$ cat src/rtl/mips_pkg.sv
// Shared definitions for the MIPS pipeline blocks.
// Holds the default datapath widths and the hard-wired zero register number.
package mips_pkg;

  localparam int DATA_W = 32;
  localparam int ADDR_W = 5;

  // Register 0 is $zero: it is never written and always reads 0.
  localparam logic [ADDR_W-1:0] REG_ZERO = '0;

endpackage : mips_pkg

$ cat src/rtl/regfile_2r1w.sv
// Architectural register array: 2**ADDR_W entries of DATA_W bits.
// One synchronous write port and two combinational read ports. Register 0 is
// hard-wired to zero on both the write side and the read side.
//
// Ports:
//   clk     rising-edge clock
//   rst     synchronous active-high reset, clears every entry
//   we      write enable (a write to register 0 is ignored)
//   waddr   write address
//   wdata   write data
//   raddr1  read port 1 address
//   raddr2  read port 2 address
//   rdata1  read port 1 data (array contents, no bypass)
//   rdata2  read port 2 data (array contents, no bypass)
module regfile_2r1w
  import mips_pkg::*;
#(
  parameter int DW = DATA_W,
  parameter int AW = ADDR_W
) (
  input  logic          clk,
  input  logic          rst,
  input  logic          we,
  input  logic [AW-1:0] waddr,
  input  logic [DW-1:0] wdata,
  input  logic [AW-1:0] raddr1,
  input  logic [AW-1:0] raddr2,
  output logic [DW-1:0] rdata1,
  output logic [DW-1:0] rdata2
);

  localparam int NUM_REGS = 2 ** AW;
  localparam logic [AW-1:0] ZERO_ADDR = '0;

  logic [DW-1:0] regs [NUM_REGS];

  always_ff @(posedge clk) begin
    if (rst) begin
      for (int i = 0; i < NUM_REGS; i++) begin
        regs[i] <= '0;
      end
    end else if (we && (waddr != ZERO_ADDR)) begin
      regs[waddr] <= wdata;
    end
  end

  // Entry 0 is never written, but the explicit zero on read keeps $zero
  // correct even if the array came up with unknown contents before reset.
  assign rdata1 = (raddr1 == ZERO_ADDR) ? '0 : regs[raddr1];
  assign rdata2 = (raddr2 == ZERO_ADDR) ? '0 : regs[raddr2];

endmodule : regfile_2r1w

$ cat src/rtl/wb_regfile.sv
// Write-back stage plus architectural register file.
// Selects the write-back value from the MEM/WB register (load data or ALU
// result), commits it to the register file, and serves the two ID read ports
// with same-cycle write-to-read bypass. Also keeps a committed-write counter.
//
// Ports:
//   clk                 rising-edge clock
//   rst                 synchronous active-high reset
//   MEMtoWB_ReadData    data-memory load result
//   MEMtoWB_ALU_result  ALU result
//   MEMtoWB_RegDest     destination register number
//   MEMtoWB_MemtoReg    1 = write load data, 0 = write ALU result
//   MEMtoWB_RegWrite    write enable from control
//   ID_rs, ID_rt        read port addresses
//   ID_ReadData1/2      read port data (combinational, bypassed)
//   WB_WriteData        selected write-back value (combinational)
//   WB_WriteEn          qualified write enable (combinational)
//   WB_WriteCount       number of committed register writes, wraps at 2**32
module wb_regfile
  import mips_pkg::*;
#(
  parameter int DW = DATA_W,
  parameter int AW = ADDR_W
) (
  input  logic          clk,
  input  logic          rst,
  input  logic [DW-1:0] MEMtoWB_ReadData,
  input  logic [DW-1:0] MEMtoWB_ALU_result,
  input  logic [AW-1:0] MEMtoWB_RegDest,
  input  logic          MEMtoWB_MemtoReg,
  input  logic          MEMtoWB_RegWrite,
  input  logic [AW-1:0] ID_rs,
  input  logic [AW-1:0] ID_rt,
  output logic [DW-1:0] ID_ReadData1,
  output logic [DW-1:0] ID_ReadData2,
  output logic [DW-1:0] WB_WriteData,
  output logic          WB_WriteEn,
  output logic [31:0]   WB_WriteCount
);

  localparam logic [AW-1:0] ZERO_ADDR = '0;

  logic [DW-1:0] wb_value;
  logic          wr_en;
  logic [DW-1:0] arr_data1;
  logic [DW-1:0] arr_data2;
  logic [31:0]   write_count;

  assign wb_value = MEMtoWB_MemtoReg ? MEMtoWB_ReadData : MEMtoWB_ALU_result;

  // Writes to $zero and writes during reset are not real commits, so they
  // neither reach the array nor show up to the forwarding unit.
  assign wr_en = MEMtoWB_RegWrite && (MEMtoWB_RegDest != ZERO_ADDR) && !rst;

  regfile_2r1w #(
    .DW(DW),
    .AW(AW)
  ) u_regs (
    .clk   (clk),
    .rst   (rst),
    .we    (wr_en),
    .waddr (MEMtoWB_RegDest),
    .wdata (wb_value),
    .raddr1(ID_rs),
    .raddr2(ID_rt),
    .rdata1(arr_data1),
    .rdata2(arr_data2)
  );

  // Per-port read priority: reset, $zero, bypass of the in-flight write,
  // then the stored array value.
  always_comb begin
    ID_ReadData1 = arr_data1;
    if (rst || (ID_rs == ZERO_ADDR)) begin
      ID_ReadData1 = '0;
    end else if (wr_en && (ID_rs == MEMtoWB_RegDest)) begin
      ID_ReadData1 = wb_value;
    end
  end

  always_comb begin
    ID_ReadData2 = arr_data2;
    if (rst || (ID_rt == ZERO_ADDR)) begin
      ID_ReadData2 = '0;
    end else if (wr_en && (ID_rt == MEMtoWB_RegDest)) begin
      ID_ReadData2 = wb_value;
    end
  end

  always_ff @(posedge clk) begin
    if (rst) begin
      write_count <= '0;
    end else if (wr_en) begin
      write_count <= write_count + 32'd1;
    end
  end

  assign WB_WriteData  = rst ? '0 : wb_value;
  assign WB_WriteEn    = wr_en;
  assign WB_WriteCount = write_count;

endmodule : wb_regfile

$ cat config.mk
export PLATFORM = sky130hd
export DESIGN_NAME = wb_regfile
export DESIGN_NICKNAME = d
export VERILOG_FILES = /design/src/rtl/mips_pkg.sv /design/src/rtl/regfile_2r1w.sv /design/src/rtl/wb_regfile.sv
export SDC_FILE = /design/constraint.sdc
export NUM_CORES = 2
export LEC_CHECK = 0
export CELL_PAD_IN_SITES_DETAIL_PLACEMENT = 2
export CELL_PAD_IN_SITES_GLOBAL_PLACEMENT = 2
export CORE_MARGIN = 5
export CORE_UTILIZATION = 35
export CTS_BUF_LIST = sky130_fd_sc_hd__clkbuf_4
export CTS_CLUSTER_DIAMETER = 80
export DETAILED_ROUTE_END_ITERATION = 8
export HOLD_SLACK_MARGIN = 0.15
export PLACE_DENSITY = 0.76
export SLEW_MARGIN = 30
export SYNTH_ARGS = -nofsm -noshare
export SYNTH_HDL_FRONTEND = slang
export SYNTH_SLANG_ARGS = --single-unit
$ cat constraint.sdc
create_clock -name clk -period 2.95 [get_ports clk]
set_input_delay 0.59 -clock clk [delete_from_list [all_inputs] [get_ports clk]]
set_output_delay 0.59 -clock clk [all_outputs]
set_load 0.005 [all_outputs]
==> Word-level counts from Yosys, hierarchy flattened <==
Memories as Yosys holds them, arrays and structs flattened.
Cells that the tools add are included.
W data, S select, Z words.
{ "totals": {"regBits": 32, "mem_bits_rw": 1024, "out_inout_bits": 129, "wordCells": 33, "n_memories": 1} }
{ "op_classes": {"addsub": 1, "eq_ne": 2, "n_mux": 16, "n_reduce_logical": 12} }
{ "memory_table": {"columns": ["name", "depth", "width", "rd", "rd_ports_with_merged_regs", "write_ports", "line_no", "rtl"], "rows": [
  ["u_regs.regs", 32, 32, 2, 0, 32, "regfile_2r1w.sv:35", "logic [DW-1:0] regs [NUM_REGS];"]
]} }
{ "ops": {"columns": ["op", "n"], "rows": [
  ["$mux W32", 9],
  ["$add A32 B1 Y32 const B", 1],
  ["$reduce_or A32 Y1", 1],
  ["$eq A5 B5 Y1", 2],
  ["$logic_not A5 Y1", 2],
  ["$mux W1", 6],
  ["$logic_and A1 B1 Y1", 5],
  ["$mux W5", 1],
  ["$reduce_bool A5 Y1", 1],
  ["$logic_or A1 B1 Y1", 2],
  ["$logic_not A1 Y1", 1]
]} }

==> Longest topological paths before layout <==
{ "depth": {"word_depth": 9, "ltp_mapped": 9} }

==> Modules after synthesis <==
A second synthesis with hierarchy kept.
{ "unflattened": {"hier_cells": 3954, "area_unflattened_um2": 57485.1} }
{ "modules_own_cells": {"columns": ["module", "n_inst", "cells_each", "area_per_inst_um2", "seq_area_each_um2"], "rows": [
  ["regfile_2r1w", 1, 3502, 54253.3, 30749.5],
  ["wb_regfile", 1, 452, 3231.8, 640.6]
]} }

==> Worst setup path before layout <==
OpenSTA, ideal clock, no wires.
{ "synth_timing": {"kind": "input -> register", "from": "input port MEMtoWB_RegDest[3]", "to": "memory u_regs.regs[16][0] (netlist name), enable pin", "setup_ns": 0.479, "t_arrival_ns": 2.442, "required_ns": 2.471, "setup_slack_ns": 0.029, "stages": 7, "cell_sequence": "or3_1 -> o21a_1 -> buf_2 -> nor3b_2 -> nand2_1 -> buf_2 -> nand2_1"} }
{ "synth_lines": {"columns": ["item", "line_no", "rtl"], "rows": [
  ["from (decl)", "wb_regfile.sv:29", "input logic [AW-1:0] MEMtoWB_RegDest,"],
  ["to (decl)", "regfile_2r1w.sv:35", null]
]} }

==> out/summary.txt <==
I/O pin count = 212
Largest net degree at the start of global routing = 54
Vias in the first global route = 58600
Core Footprint = 160000 um^2
Area delta synth->final = 32.3%
Crit path DAT = 3.68 ns
Tmin final = 4.27 ns
Worst-path clk slew = 0.10 ns
Pre-CTS setup slack = -1.42 ns
GRT overflow = 0
Req. time, crit path = 2.36 ns
Setup WS post-layout = -1.32 ns
Yosys top cell area share = 54.8%
Register bit total from synthesis = 1056
Syn Area/Cell = 11.5 um^2
Register area share after synthesis = 55.9%
DRT antenna net count = 0
# rows = 147
Failing checks = setup timing
Die footprint = 169000 um^2
Sequential Power Share = 43.3%
RSZ-0062 raised after global routing = yes
Slew Viols, Final = 0
Switching part of the total = 34.6%
Port bufs = 211
Commonest non-fill, non-tap cell in the layout = nor2_1
Share of post-route cells with drive strength above 1 = 32.9%
Commonest non-fill, non-tap cells in the layout = nor2_1 (1042), edfxtp_1 (1024), mux2i_1 (943)
First-pass GRT wire length = 470000 um
CP max stage cell = mux2i_1
Syn Inst Count = 4883
Total CTS buffers = 312
Crit path max-delay family = multiplexers
Peak VDD IR = 0.260 mV
Net Sw Power = 0.0144 W
Slew HR = 27.0%
Largest cells by area after synthesis = edfxtp_1 (55%), mux2i_1 (19%), nor2_1 (7.0%), a22oi_1 (6.8%), a21oi_1 (2.9%)
EDFF count, synth = 1024
Status = finished with violations
Initial antenna violation count = 25
Routed Wire Length = 367000 um
CP max FO = 2
CTS max path bufs = 4
Count of cell types in the netlist = 51
Total Routing Usage GR = 39.3%
Max Cap Viol = 0
CP bufs+invs = 1
Critical Path Max Stage Delay = 0.66 ns
Ys async rst share = 0%
DIE HEIGHT = 411 um
FF/Latch Area = 31400 um^2
Final setup viols = 65
# fillers = 15700
Cell-internal power = 0.0272 W
Clock share of power = 38.0%
Most used DFF post-synth = edfxtp_1
Total design power = 0.0416 W
Fin. Hold Viols = 0
H-Tree Depth = 5
Drt drc = 0
Vias/cell = 7.06
Critical path capture point type = primary output
Vias = 56300
DP Area = 66800 um^2
Starting DRC count in detailed routing = 8436
Hold Path Class = input pin to register
Warning count from the yosys run = 0
Fmax = 234 MHz
Combinational share of power = 18.7%
Routed length per instance = 46.1 um
Leak = 28.9 nW
Die width = 411 um
Synth area leader = edfxtp_1
Drt first pass iters = 6
Clock Latency Late Sink = 1.34 ns
TritonCTS clock tree = built
Crit path kind = register to primary output
CTS sink count = 1056
Dpl hpwl = 191000 um
Finished layout cell area = 74300 um^2
CP Cell Sequence = mux2i_1 -> a22oi_1 -> a21oi_1 -> or4_4 -> a21oi_4 -> buf_2
Tcrit/Tclk final = 145%
Tightest Pin Transition = 1.09 ns
Starting Density = 35.1%
Placer Congestion = 0.912
Nets = 5740
Root Driver = clkbuf_4
Multi-input gate area = 25600 um^2
Worst setup SP type = register
PwrDens = 560 nW/um^2
Final setup TNS = -58.06 ns
Synthesized area = 56100 um^2
Clk_skew = 0.0521 ns
==> sequential cells by signal, indices dropped and copies added (netlist names) <==
name	cells
u_regs.regs	1024
WB_WriteCount	32
==> synth_stat cells (2+ instances only) <==
cell type     n
buf_6        43
and4_1        4
nand3_1      14
clkbuf_2      2
or2_2         3
nor2_1     1049
nor2b_1      13
nand2b_1      5
xnor2_1      17
or3_1        14
and2_1        5
nor4_1        6
a21oi_1     327
nand2_1      77
and3_1        5
mux2i_1    1053
o21ai_1      10
nor3_1        4
buf_2        78
inv_1        38
clkbuf_1    299
nor4b_1       2
buf_1        14
and3b_1       4
o21ai_0      66
a22oi_1     506
xor2_1       11
dfxtp_1      32
buf_4        56
nand4_1       8
or4_1        64
nor3b_1       3
a2111oi_0     4
a311oi_1      4
a221oi_1      4
edfxtp_1   1024
==> final cells by class <==
type,instances,share of cell area [%]
clock buffers,458,4.63
flip-flops and latches,1056,42.3
multi-input cells,3327,34.5
clock inverters,57,0.329
inverters,38,0.192
well taps,2086,3.51
repair buffers,921,14.4
diodes,20,0.0674
==> metal layers <==
metal	share of wire [%]	up-vias	track usage, %
met2	42	6098	59.5
met4	11	28	33.8
met3	14	2573	13.9
met5	0.066	-	0
li1	-	19800	-
met1	32	27800	44.2
==> power groups by stage <==
| stage | clock network (W) | logic (W) | registers [W] |
|---|---|---|---|
| after floorplan | 0 | 0.00282 | 0.0179 |
| after global placement | 0 | 0.00591 | 0.0179 |
| after detailed placement | 0 | 0.00613 | 0.0181 |
| after CTS | 0.0146 | 0.00683 | 0.0178 |
| after global routing | 0.0162 | 0.00769 | 0.0180 |
| final | 0.0158 | 0.00778 | 0.0180 |
==> cell families (layout without fill, tap and decap cells) <==
logic type | count (synthesis) | after routing | synth area share, %
AO/OA/AOI/OAI | 928 | 928 | 10.7
XOR/XNOR | 28 | 28 | 0.437
adder cells (fa/ha/maj) | 1 | 1 | 0.0223
buffers and inverters | 531 | 1474 | 4.68
flip-flops | 1056 | 1056 | 55.9
multiplexers | 1053 | 1053 | 18.8
other | 1 | 52 | 0.00668
AND/OR/NAND/NOR | 1285 | 1285 | 9.52
==> worst register-to-register path, stage by stage (launching register included) <==
cell and delay [ns]:
dfxtp_1 0.43, and4_4 0.30, nand4_4 0.19, or3_1 0.55, o311ai_0 0.42, o41ai_1 0.13
==> per-stage QoR <==
stage / hold slack, ns / utilization [%] / instances
after global routing: 0.242 / 46.4 / 7953
after detailed placement: 0.490 / 41.7 / 7313
after floorplan: 0.474 / - / 4914
after CTS: 0.164 / 45.7 / 7918
final: 0.265 / 46.4 / 7963
after global placement: 0.474 / 41.7 / 7313
==> timing repair <==
action	in CTS	in global routing
pin swaps	364	180
cloned	2	0
buffers inserted	99	38
hold endpoints to repair	63	0
setup endpoints to repair	92	76
resized for setup	762	207
hold buffers	3	0
==> path summary, 6_finish.rpt <==
check	startpoint	to	slack (ns)	depth (start not counted)
min	rst	WB_WriteCount[10]$_SDFFE_PP0P_	0.26	5
min reg2reg	WB_WriteCount[31]$_SDFFE_PP0P_	WB_WriteCount[31]$_SDFFE_PP0P_	0.49	2
max	u_regs.regs[27][13]$_SDFFCE_PN0P_	ID_ReadData1[13]	-1.32	6
max reg2reg	WB_WriteCount[7]$_SDFFE_PP0P_	WB_WriteCount[27]$_SDFFE_PP0P_	0.76	5
Note: power is estimated with default switching activity, not from simulation.
